--- src/rtl/multiplier_unit_cu_if.sv ---
// Request/status and datapath-control bundle between the multiplier control unit,
// its requester and the carry-save multiplier datapath.
interface multiplier_unit_cu_if;
  logic start;
  logic abort;
  logic tc;
  logic ready;
  logic busy;
  logic done;
  logic wd_err;
  logic operand_hold;
  logic csa_clear;
  logic multiplicand_en;
  logic notMultiplicand_en;
  logic sumMux_sel;
  logic sum_en;
  logic carry_en;
  logic leftAddMux_sel;
  logic count_en;
  logic prod_en;

  // master: requester plus datapath side; slave: the control unit
  modport master (
    output start, abort, tc,
    input  ready, busy, done, wd_err, operand_hold, csa_clear, multiplicand_en,
           notMultiplicand_en, sumMux_sel, sum_en, carry_en, leftAddMux_sel,
           count_en, prod_en
  );

  modport slave (
    input  start, abort, tc,
    output ready, busy, done, wd_err, operand_hold, csa_clear, multiplicand_en,
           notMultiplicand_en, sumMux_sel, sum_en, carry_en, leftAddMux_sel,
           count_en, prod_en
  );
endinterface

--- src/rtl/multiplier_unit_cu.sv ---
// Moore control unit sequencing the radix-2 carry-save multiplier datapath:
// clear, load, first partial product, iterate, final add and done, with abort and watchdog.
module multiplier_unit_cu #(
  parameter int PARALLELISM = 32,
  parameter int WD_WIDTH    = 6
) (
  input logic                 clk,
  input logic                 rst_n,
  multiplier_unit_cu_if.slave bus
);

  typedef enum logic [3:0] {
    IDLE             = 4'd0,
    CLEAR            = 4'd1,
    LOAD             = 4'd2,
    INIT             = 4'd3,
    ITER             = 4'd4,
    FINAL            = 4'd5,
    DONE             = 4'd6,
    CLEAR_ABORT      = 4'd7,
    CLEAR_ABORT_ITER = 4'd8
  } state_t;

  localparam logic [WD_WIDTH-1:0] WD_LAST = WD_WIDTH'(PARALLELISM - 1);

  state_t              state_reg, state_next;
  logic [WD_WIDTH-1:0] wd_cnt_reg, wd_cnt_next;
  logic                wd_err_reg, wd_err_next;
  logic                wd_limit;

  // The count taken in the current cycle is the PARALLELISM-th one
  assign wd_limit = (wd_cnt_reg >= WD_LAST);

  always_ff @(posedge clk or negedge rst_n) begin
    if (!rst_n) begin
      state_reg  <= IDLE;
      wd_cnt_reg <= '0;
      wd_err_reg <= 1'b0;
    end else begin
      state_reg  <= state_next;
      wd_cnt_reg <= wd_cnt_next;
      wd_err_reg <= wd_err_next;
    end
  end

  always_comb begin
    state_next  = state_reg;
    wd_cnt_next = wd_cnt_reg;
    wd_err_next = wd_err_reg;
    case (state_reg)
      IDLE: begin
        if (bus.start && !bus.abort) begin
          state_next  = CLEAR;
          wd_err_next = 1'b0;
        end
      end
      CLEAR: state_next = LOAD;
      LOAD:  state_next = INIT;
      INIT: begin
        wd_cnt_next = '0;
        state_next  = ITER;
      end
      ITER: begin
        wd_cnt_next = wd_cnt_reg + WD_WIDTH'(1);
        if (bus.abort) begin
          // A tc in this cycle already wrapped the datapath counter to 0
          state_next = bus.tc ? CLEAR_ABORT : CLEAR_ABORT_ITER;
        end else if (bus.tc) begin
          state_next = FINAL;
        end else if (wd_limit) begin
          state_next  = FINAL;
          wd_err_next = 1'b1;
        end
      end
      FINAL:       state_next = DONE;
      DONE:        state_next = IDLE;
      CLEAR_ABORT: state_next = IDLE;
      CLEAR_ABORT_ITER: begin
        // Keep stepping the datapath counter until it wraps back to 0
        wd_cnt_next = wd_cnt_reg + WD_WIDTH'(1);
        if (bus.tc) begin
          state_next = IDLE;
        end else if (wd_limit) begin
          state_next  = IDLE;
          wd_err_next = 1'b1;
        end
      end
      default: state_next = IDLE;
    endcase

    if (bus.abort && (state_reg inside {CLEAR, LOAD, INIT, FINAL, DONE, CLEAR_ABORT})) begin
      state_next = CLEAR_ABORT;
    end
  end

  always_comb begin
    bus.ready              = 1'b0;
    bus.busy               = (state_reg != IDLE);
    bus.done               = 1'b0;
    bus.wd_err             = wd_err_reg;
    bus.operand_hold       = 1'b0;
    bus.csa_clear          = 1'b0;
    bus.multiplicand_en    = 1'b0;
    bus.notMultiplicand_en = 1'b0;
    bus.sumMux_sel         = 1'b0;
    bus.sum_en             = 1'b0;
    bus.carry_en           = 1'b0;
    bus.leftAddMux_sel     = 1'b0;
    bus.count_en           = 1'b0;
    bus.prod_en            = 1'b0;
    case (state_reg)
      IDLE: bus.ready = 1'b1;
      CLEAR: begin
        bus.csa_clear    = 1'b1;
        bus.operand_hold = 1'b1;
      end
      LOAD: begin
        bus.multiplicand_en    = 1'b1;
        bus.notMultiplicand_en = 1'b1;
        bus.operand_hold       = 1'b1;
      end
      INIT: begin
        bus.sum_en       = 1'b1;
        bus.operand_hold = 1'b1;
      end
      ITER: begin
        bus.sum_en         = 1'b1;
        bus.carry_en       = 1'b1;
        bus.count_en       = 1'b1;
        bus.sumMux_sel     = 1'b1;
        bus.leftAddMux_sel = 1'b1;
      end
      FINAL: begin
        bus.leftAddMux_sel = 1'b1;
        bus.prod_en        = 1'b1;
      end
      DONE:        bus.done = 1'b1;
      CLEAR_ABORT: bus.csa_clear = 1'b1;
      CLEAR_ABORT_ITER: begin
        bus.csa_clear = 1'b1;
        bus.count_en  = 1'b1;
      end
      default: bus.ready = 1'b0;
    endcase
  end

endmodule

--- src/flat_wrapper.sv ---
// flat-port wrapper written by rule: the top's interface ports become plain ports
module multiplier_unit_cu_flat 
#(
  parameter int PARALLELISM = 32,
  parameter int WD_WIDTH    = 6
)
  (clk, rst_n, bus_start, bus_abort, bus_tc, bus_ready, bus_busy, bus_done, bus_wd_err, bus_operand_hold, bus_csa_clear, bus_multiplicand_en, bus_notMultiplicand_en, bus_sumMux_sel, bus_sum_en, bus_carry_en, bus_leftAddMux_sel, bus_count_en, bus_prod_en);
  multiplier_unit_cu_if bus_i ();
  input logic clk;
  input logic rst_n;
  input wire logic [$bits(bus_i.start)-1:0] bus_start;
  input wire logic [$bits(bus_i.abort)-1:0] bus_abort;
  input wire logic [$bits(bus_i.tc)-1:0] bus_tc;
  output wire logic [$bits(bus_i.ready)-1:0] bus_ready;
  output wire logic [$bits(bus_i.busy)-1:0] bus_busy;
  output wire logic [$bits(bus_i.done)-1:0] bus_done;
  output wire logic [$bits(bus_i.wd_err)-1:0] bus_wd_err;
  output wire logic [$bits(bus_i.operand_hold)-1:0] bus_operand_hold;
  output wire logic [$bits(bus_i.csa_clear)-1:0] bus_csa_clear;
  output wire logic [$bits(bus_i.multiplicand_en)-1:0] bus_multiplicand_en;
  output wire logic [$bits(bus_i.notMultiplicand_en)-1:0] bus_notMultiplicand_en;
  output wire logic [$bits(bus_i.sumMux_sel)-1:0] bus_sumMux_sel;
  output wire logic [$bits(bus_i.sum_en)-1:0] bus_sum_en;
  output wire logic [$bits(bus_i.carry_en)-1:0] bus_carry_en;
  output wire logic [$bits(bus_i.leftAddMux_sel)-1:0] bus_leftAddMux_sel;
  output wire logic [$bits(bus_i.count_en)-1:0] bus_count_en;
  output wire logic [$bits(bus_i.prod_en)-1:0] bus_prod_en;
  assign bus_i.start = bus_start;
  assign bus_i.abort = bus_abort;
  assign bus_i.tc = bus_tc;
  assign bus_ready = bus_i.ready;
  assign bus_busy = bus_i.busy;
  assign bus_done = bus_i.done;
  assign bus_wd_err = bus_i.wd_err;
  assign bus_operand_hold = bus_i.operand_hold;
  assign bus_csa_clear = bus_i.csa_clear;
  assign bus_multiplicand_en = bus_i.multiplicand_en;
  assign bus_notMultiplicand_en = bus_i.notMultiplicand_en;
  assign bus_sumMux_sel = bus_i.sumMux_sel;
  assign bus_sum_en = bus_i.sum_en;
  assign bus_carry_en = bus_i.carry_en;
  assign bus_leftAddMux_sel = bus_i.leftAddMux_sel;
  assign bus_count_en = bus_i.count_en;
  assign bus_prod_en = bus_i.prod_en;
  multiplier_unit_cu #(.PARALLELISM(PARALLELISM), .WD_WIDTH(WD_WIDTH)) u_core (.clk(clk), .rst_n(rst_n), .bus(bus_i));
endmodule
--- config.mk ---
export PLATFORM = sky130hd
export DESIGN_NAME = multiplier_unit_cu_flat
export DESIGN_NICKNAME = d
export VERILOG_FILES = /design/src/rtl/multiplier_unit_cu_if.sv /design/src/rtl/multiplier_unit_cu.sv /design/src/flat_wrapper.sv
export SDC_FILE = /design/constraint.sdc
export NUM_CORES = 1
export LEC_CHECK = 0
export CAP_MARGIN = 30
export CORE_MARGIN = 2
export CORE_UTILIZATION = 41
export DETAILED_ROUTE_END_ITERATION = 10
export GPL_TIMING_DRIVEN = 0
export MAX_ROUTING_LAYER = met4
export PLACE_DENSITY = 0.69
export SYNTH_ARGS = -nofsm -noshare
export SYNTH_HDL_FRONTEND = slang
export SYNTH_SLANG_ARGS = --single-unit
--- constraint.sdc ---
create_clock -name clk -period 1.9 [get_ports clk]
set_input_delay 0.38 -clock clk [delete_from_list [all_inputs] [get_ports clk]]
set_output_delay 0.38 -clock clk [all_outputs]
set_load 0.02 [all_outputs]
==> impl_metrics.ini, run 1 <==
[outcome]
outcome = finished with violations
failed_checks = setup timing

[clock_tree]
clkLatencyLatePin_ns = 0.27
cts_buffer_depth = 2
cts_buffers = 3
cts_tree = built
cts_htree_levels = 1
cts_hold_buf = 0
clock_sinks = 11
clk_pin_slew_worst_paths_ns = 0.07
root_buffer = clkbuf_4

[pwr]
p_leak_nw = 0.519
finalPower_mw = 1.62
irDropWorstVdd_mv = 0.675
power_density_mw_per_mm2 = 1450

[drt]
wl_per_cell_um = 13.5
dr.pass1.iters = 4
num_vias = 758
drt_iter0_markers = 6
drc = 0
avgViaCountPerCell = 5.38
ant_nets = 0
wirelength_mm = 1.90

[sta]
max_freq_ghz = 0.519
slew-limit-headroom_pct = 66.7
tightest_slew_ns = 0.497
period_minus_slack_ns = 1.93
fin_skew_ns = 0.00667
rsz0062_at_grt = yes
fin_crit_sh_pct = 101
setup_viol = 3
fin_ws_ns = -0.0275
hold_viol_final = 0
maxSlewViolCount = 0

[placed_design]
dpl.hpwl_mm = 1.34
numPortBuffers = 17
gp_congestion = 0.827
dpl-instance-area_mm2 = 0.00101
dp_slack_ns = -0.409

[synthesis]
ys_seq_area_share_pct = 34.0
synthCells = 89
netlist.area_leader.share_pct = 34.0
yosys.area.top_type = dfrtp_1
synth_area_um2 = 811
async_flop_share_pct = 100
ys_ff_latch = 11
synth.area.top_cells = dfrtp_1 34%, nand2b_1 3.1%, a221o_1 2.5%
avgSynthCellArea_um2 = 9.11
synthDistinctLibCells = 44
synth-edff-count = 0
synth_nets = 95
synthFlopType = dfrtp_1
ys_warn_count = 0

[layout]
largest_reg_flops = 6
layout-drive-gt1-share_pct = 37.7
final_common_cell = dfrtp_1
syn2layout_area_growth_pct = 37.5
multi_input_area_um2 = 510
n_antenna_cell = 0
final_cell_mix = 9 x dfrtp_1, 8 x buf_4, 8 x buf_6
regArea_um2 = 278
design_area_mm2 = 0.00111
nets = 121
fillers = 180

[global_routing]
track_usage_pct = 16.8
top_usage_layer = met2
use_met2_pct = 27.8
grt_max_degree = 12
antenna_found_initial = 0
met3_usage_pct = 4.63
first_global_vias = 680
use_met1_pct = 21.6
grt_pass1_wl_mm = 3.02
overflow = 0

[critical_path]
cp-startpoint = u_core.state_reg[1]
path_max_fanout = 5
r2r_start = u_core.state_reg[2]
r2r.worst_path.cells = 5
worst_ep_arrival_time_ns = 1.55
rrSetupSlack_ns = 0.07
cp.required_ns = 1.52
r2r-end = u_core.wd_cnt_reg[3]
critPathLaunchType = flop
path_class = flop to output pin
crit_path_end_kind = output pin

[die]
dieArea_mm2 = 0.00235
fp.dieH_um = 48.5
coreArea_mm2 = 0.00192
fp.dieW_um = 48.5
num_io_pins = 19
num_rows = 16
initial_core_util_pct = 42.2

[run]
cap_violations = 0

[min_path]
timing.hold.worst.class = input port to async pin
## layer usage
metal | vias up | routed length (µm)
li1 | 388 | -
met1 | 359 | 907
met2 | 11 | 934
met3 | 0 | 56
met4 | 0 | 0
met5 | - | 0
## metrics by stage
step	util (%)	cells	setup TNS, ns	hold WS [ns]
after floorplan	-	89	0	0.0844
after global placement	52.8	133	-2.10	0.501
after detailed placement	52.8	133	-2.39	0.508
after CTS	55.4	136	-0.199	0.458
after global routing	58.0	141	-0.373	0.479
final	58.0	141	-0.0522	0.441
## cell families (layout without fill, tap and decap cells)
group / Yosys count / count (layout) / synth area share (%)
buffers and inverters: 14 / 39 / 8.64
DFF: 11 / 11 / 34.0
and+or+nand+nor: 39 / 39 / 32.3
adders and majority gates: 1 / 1 / 1.54
muxes: 1 / 1 / 1.39
xor gates and xnor gates: 3 / 3 / 3.24
AOI/OAI and AO/OA: 20 / 20 / 19.0
## layout make-up
| type | instances | area share [%] |
|---|---|---|
| plain buffers | 8 | 6.40 |
| inverters | 5 | 1.68 |
| well taps | 27 | 3.03 |
| flip-flops and latches | 11 | 24.9 |
| multi-input cells | 64 | 45.8 |
| repair buffers | 22 | 15.8 |
| clock buffers | 4 | 2.36 |
## how the worst max path moves through the flow
stage	to	slack (ns)	cells past startpoint
global placement	bus_count_en	-0.37	4
floorplan	bus_notMultiplicand_en	0.02	4
finish	bus_sumMux_sel	-0.03	4
detailed placement	bus_count_en	-0.41	4
global route	bus_sumMux_sel	-0.08	4
CTS	bus_ready	-0.07	4
## cells in the mapped netlist (all sizes together), types with 3 or more instances
master and n:
buf 5, clkbuf 4, nor2b 3, nor3 3, nand2 4, nand2b 4
nor2 4, o21ai 3, nand3 3, inv 5, dfrtp 11
## report_power, final
part	total, mW	switching (mW)	leakage, nW	internal (mW)
Combinational	1.11	0.573	0.364	0.535
Sequential	0.356	0.0642	0.140	0.292
Clock	0.158	0.0766	0.0150	0.0812
## worst max-delay path: stages (launching register included)
cell and delay (ns):
dfrtp_1 0.43, or4b_4 0.58, inv_2 0.08, buf_6 0.09, buf_6 0.10
## repair_timing
action | CTS | global route
pin swaps | 1 | 4
setup endpoints to repair | 13 | 13
gates resized for setup | 63 | 20
setup buffers | 0 | 5
Power figures use the tool's default switching activity.
==> run 2: changes to the inputs <==
Settings changed: CORE_UTILIZATION 41 to 45, PLACE_DENSITY 0.69 to 0.74, REMOVE_ABC_BUFFERS set to 1.
==> run 2 against run 1 <==
Compared with the run above: the flow still finishes with violations (setup timing); combinational power increased by 5%; power increased by 6.0%; cell count increased by 3.5%; worst hold slack got worse by 0.0034 ns; sequential share of layout area decreased by 1.7 points; largest cell class unchanged.
==> impl_metrics.ini, run 2 (same netlist as run 1, synthesis figures left out) <==
[critical_path]
path_class = flop to output pin
path_delay_family = simple AND/OR/NAND/NOR gates
cp_slowest_cell = or4b_4
max_stage_delay_ns = 0.51
critPathLaunchType = flop
worst_ep_arrival_time_ns = 1.58
path_cells = buf_8, or4b_4, o21ai_1, buf_4
r2r.worst_path.cells = 5
crit_buf_inv = 2
cp.required_ns = 1.52
path_max_fanout = 8
worst-path-stages = 4
crit_path_end_kind = output pin

[drt]
drt_iter0_markers = 10
drc = 0
avgViaCountPerCell = 5.64
dr.pass1.iters = 4
num_vias = 823
wirelength_mm = 2.18
ant_nets = 0
wl_per_cell_um = 14.9

[sta]
fin_ws_ns = -0.0607
tightest_slew_ns = 0.492
maxSlewViolCount = 0
max_freq_ghz = 0.510
fin_crit_sh_pct = 103
setup_viol = 6
setup_tns_ns = -0.123
fin_skew_ns = 0.00210
period_minus_slack_ns = 1.96
slew-limit-headroom_pct = 67.1
rsz0062_at_grt = yes
hold_viol_final = 0

[clock_tree]
root_buffer = clkbuf_4
cts_htree_levels = 1
clk_pin_slew_worst_paths_ns = 0.07
clock_sinks = 11
cts_buffers = 3
cts_tree = built
cts_buffer_depth = 2
cts_hold_buf = 0
clkLatencyLatePin_ns = 0.27

[layout]
final_cell_mix = 20 x buf_4, 7 x dfrtp_1, 6 x buf_6, 5 x clkdlybuf4s50_1
n_antenna_cell = 0
fillers = 128
layout-drive-gt1-share_pct = 42.1
largest_reg_flops = 6
nets = 128
final_common_cell = buf_4
syn2layout_area_growth_pct = 49.1

[placed_design]
dp_slack_ns = -0.438
dpl.hpwl_mm = 1.17
numPortBuffers = 18
gp_congestion = 0.822

[global_routing]
overflow = 0
grt_max_degree = 12
first_global_vias = 762
antenna_found_initial = 0
track_usage_pct = 23.1
grt_pass1_wl_mm = 3.39

[outcome]
failed_checks = setup timing
outcome = finished with violations

[die]
fp.dieW_um = 46.4
dieArea_mm2 = 0.00216
num_io_pins = 19
coreArea_mm2 = 0.00171
initial_core_util_pct = 47.5
fp.dieH_um = 46.4
num_rows = 15

[run]
cap_violations = 0

[pwr]
finalPower_mw = 1.72
p_leak_nw = 0.555
irDropWorstVdd_mv = 0.840
power_density_mw_per_mm2 = 1420

[min_path]
timing.hold.worst.class = input port to async pin
==> run 2: area by class of cell <==
cell class	count	area (µm²)	area share, %
flip-flops and latches	11	280	23.2
clock buffers	4	26.3	2.17
repair buffers	37	322	26.6
multi-input cells	64	528	43.7
well taps	25	31.3	2.59
inverters	5	21.3	1.76
==> run 2: metrics by stage <==
| stage | hold slack [ns] | instance area [µm²] | cells | utilization, % |
|---|---|---|---|---|
| 2_1_floorplan | 0.0844 | 759 | 80 | - |
| 3_3_place_gp | 0.516 | 971 | 123 | 56.8 |
| 3_5_place_dp | 0.508 | 971 | 123 | 56.8 |
| 4_1_cts | 0.458 | 1150 | 145 | 67.2 |
| 5_1_grt | 0.487 | 1210 | 146 | 70.8 |
| 6_report | 0.438 | 1210 | 146 | 70.8 |
==> run 2: what timing repair did <==
item | CTS | global route
endpoints found under the setup margin | 13 | 14
buffers inserted | 18 | 1
resized for setup | 66 | 22
pin swaps | 3 | 4
==> run 2: routing by layer <==
metal	routed length (µm)	global-route usage, %	part of all wire [%]
met5	0	-	0
met4	19	9.71	0.87
met3	80	2.75	3.7
met2	1190	41.1	55
met1	885	25.6	41
==> run 2: power breakdown <==
| group | total [mW] | internal (mW) | switching [mW] |
|---|---|---|---|
| logic | 1.16 | 0.584 | 0.580 |
| registers | 0.392 | 0.296 | 0.0958 |
| clock network | 0.163 | 0.0813 | 0.0815 |
| total | 1.72 | 0.962 | 0.757 |
==> run 2: worst paths after layout <==
check                           slack (ns)                   end           startpoint
worst max-delay path                 -0.06         bus_csa_clear  u_core.state_reg[2]
worst min-delay path                  0.44  u_core.wd_cnt_reg[3]                rst_n
worst max register to register        0.04  u_core.wd_cnt_reg[3]  u_core.state_reg[2]
worst min register to register        0.52     u_core.bus.wd_err    u_core.bus.wd_err
max in group asynchronous             1.10   u_core.state_reg[1]                rst_n
min in group clk                      0.52     u_core.bus.wd_err    u_core.bus.wd_err
==> run 3: changes to the inputs <==
Settings changed: TNS_END_PERCENT set to 50.
==> run 3 against run 2 <==
Compared with the run above: the flow still finishes with violations (setup timing); via count increased by 0.12%; clock skew shrank 0.00057 ns; worst setup slack improved by 0.039 ns; non-clock buffer count rose by 2; die area unchanged; routed wire length grew 5.4%; worst hold slack lost 0.00092 ns; design area shrank 0.10%; utilization fell by 0.073 points; cell count increased by 1.4%.
==> impl_metrics.ini, run 3 (same netlist as run 1, synthesis figures left out) <==
[clock_tree]
clk_pin_slew_worst_paths_ns = 0.07
cts_htree_levels = 1
cts_buffer_depth = 2
cts_tree = built
cts_hold_buf = 0
cts_buffers = 3
root_buffer = clkbuf_4
clock_sinks = 11
clkLatencyLatePin_ns = 0.27

[global_routing]
antenna_found_initial = 0
use_met1_pct = 24.9
top_usage_layer = met2
grt_pass1_wl_mm = 3.35
use_met2_pct = 41.4
first_global_vias = 762
met3_usage_pct = 2.75
overflow = 0
track_usage_pct = 22.9
grt_max_degree = 12

[layout]
final_common_cell = buf_4
nets = 130
fillers = 130
regArea_um2 = 280
final_cell_mix = 23 x buf_4, 7 x dfrtp_1, 5 x clkdlybuf4s50_1
syn2layout_area_growth_pct = 48.9
n_antenna_cell = 0
layout-drive-gt1-share_pct = 43.1
multi_input_area_um2 = 528
fin_util_pct = 70.7
largest_reg_flops = 6

[die]
coreArea_mm2 = 0.00171
num_io_pins = 19
fp.dieW_um = 46.4
num_rows = 15
fp.dieH_um = 46.4
initial_core_util_pct = 47.5
dieArea_mm2 = 0.00216

[sta]
tightest_slew_ns = 0.495
slew-limit-headroom_pct = 66.9
setup_viol = 5
max_freq_ghz = 0.520
rsz0062_at_grt = yes
fin_skew_ns = 0.00152
fin_ws_ns = -0.0218
fin_crit_sh_pct = 101
fin_worst_hold_slack_ns = 0.437
setup_tns_ns = -0.0878
maxSlewViolCount = 0
hold_viol_final = 0
period_minus_slack_ns = 1.92

[drt]
wl_per_cell_um = 15.5
wirelength_mm = 2.29
drc = 0
avgViaCountPerCell = 5.57
ant_nets = 0
num_vias = 824
dr.pass1.iters = 4
drt_iter0_markers = 9

[outcome]
outcome = finished with violations
failed_checks = setup timing

[placed_design]
numPortBuffers = 18
dp_slack_ns = -0.438
dpl.hpwl_mm = 1.17
gp_congestion = 0.822

[critical_path]
r2r_start = u_core.state_reg[1]
critPathLaunchType = flop
rrSetupSlack_ns = 0.08
cp.required_ns = 1.52
r2r-end = u_core.wd_cnt_reg[2]
r2r.worst_path.cells = 4
worst_ep_arrival_time_ns = 1.54
path_max_fanout = 8
crit_path_end_kind = output pin
path_class = flop to output pin

[pwr]
pwr-share-seq_pct = 22.5
combPwrFrac_pct = 67.9
power_density_mw_per_mm2 = 1430
irDropWorstVdd_mv = 0.760
power_frac_clock_pct = 9.6
p_leak_nw = 0.563
swShare_pct = 44.5
p_switching_mw = 0.770
p_int_mw = 0.961

[run]
cap_violations = 0

[min_path]
timing.hold.worst.class = input port to async pin
## run 3: cell count changes in the layout (fill, tap and decap cells not counted), sizes merged
cell,delta
buf,+2
clkdlybuf4s15,-1
clkbuf,+1
## run 3: power by group through the flow
| stage | clock, mW | combinational, mW | sequential [mW] |
|---|---|---|---|
| 3_3_place_gp | 0 | 0.777 | 0.436 |
| 2_1_floorplan | 0 | 0.496 | 0.400 |
| 6_report | 0.166 | 1.18 | 0.389 |
| 4_1_cts | 0.164 | 1.03 | 0.380 |
| 3_5_place_dp | 0 | 0.789 | 0.443 |
| 5_1_grt | 0.180 | 1.26 | 0.401 |
## run 3: critical path: stages, from the launching register on
cell and delay, ns:
dfrtp_2 0.47, or4b_4 0.58, nand2_1 0.10, buf_6 0.12
## run 3: metal layers
metal | share of wire [%] | up-vias
li1 | - | 402
met1 | 43 | 400
met2 | 52 | 18
met3 | 3.4 | 4
met4 | 1.5 | 0
met5 | 0 | -
## run 3: area by class of cell
cell class                      instances  share of cell area, %
Sequential cell                        11                   23.2
Timing Repair Buffer                   39                   26.5
Clock buffer                            4                   2.18
Inverter                                5                   1.76
Multi-Input combinational cell         64                   43.7
Tap cell                               25                   2.59
## run 3: repair_timing
item                       CTS  global route
pin swaps                    3             4
setup endpoints to repair   13            14
gates resized for setup     56            30
setup buffers               18             3
## run 3: how the worst max path moves through the flow
stage / depth (start not counted) / startpoint / endpoint
global route: 4 / u_core.state_reg[2] / bus_sum_en
CTS: 5 / u_core.state_reg[3] / bus_notMultiplicand_en
detailed placement: 3 / u_core.state_reg[1] / bus_count_en
floorplan: 2 / u_core.state_reg[0] / bus_multiplicand_en
finish: 3 / u_core.state_reg[1] / bus_sum_en
global placement: 3 / u_core.state_reg[1] / bus_count_en
## run 3: metrics by stage
| stage | instance area (µm²) | std cells | power (mW) |
|---|---|---|---|
| 2_1_floorplan | 759 | 80 | 0.896 |
| 3_3_place_gp | 971 | 123 | 1.21 |
| 3_5_place_dp | 971 | 123 | 1.23 |
| 4_1_cts | 1150 | 145 | 1.58 |
| 5_1_grt | 1210 | 148 | 1.84 |
| 6_report | 1210 | 148 | 1.73 |
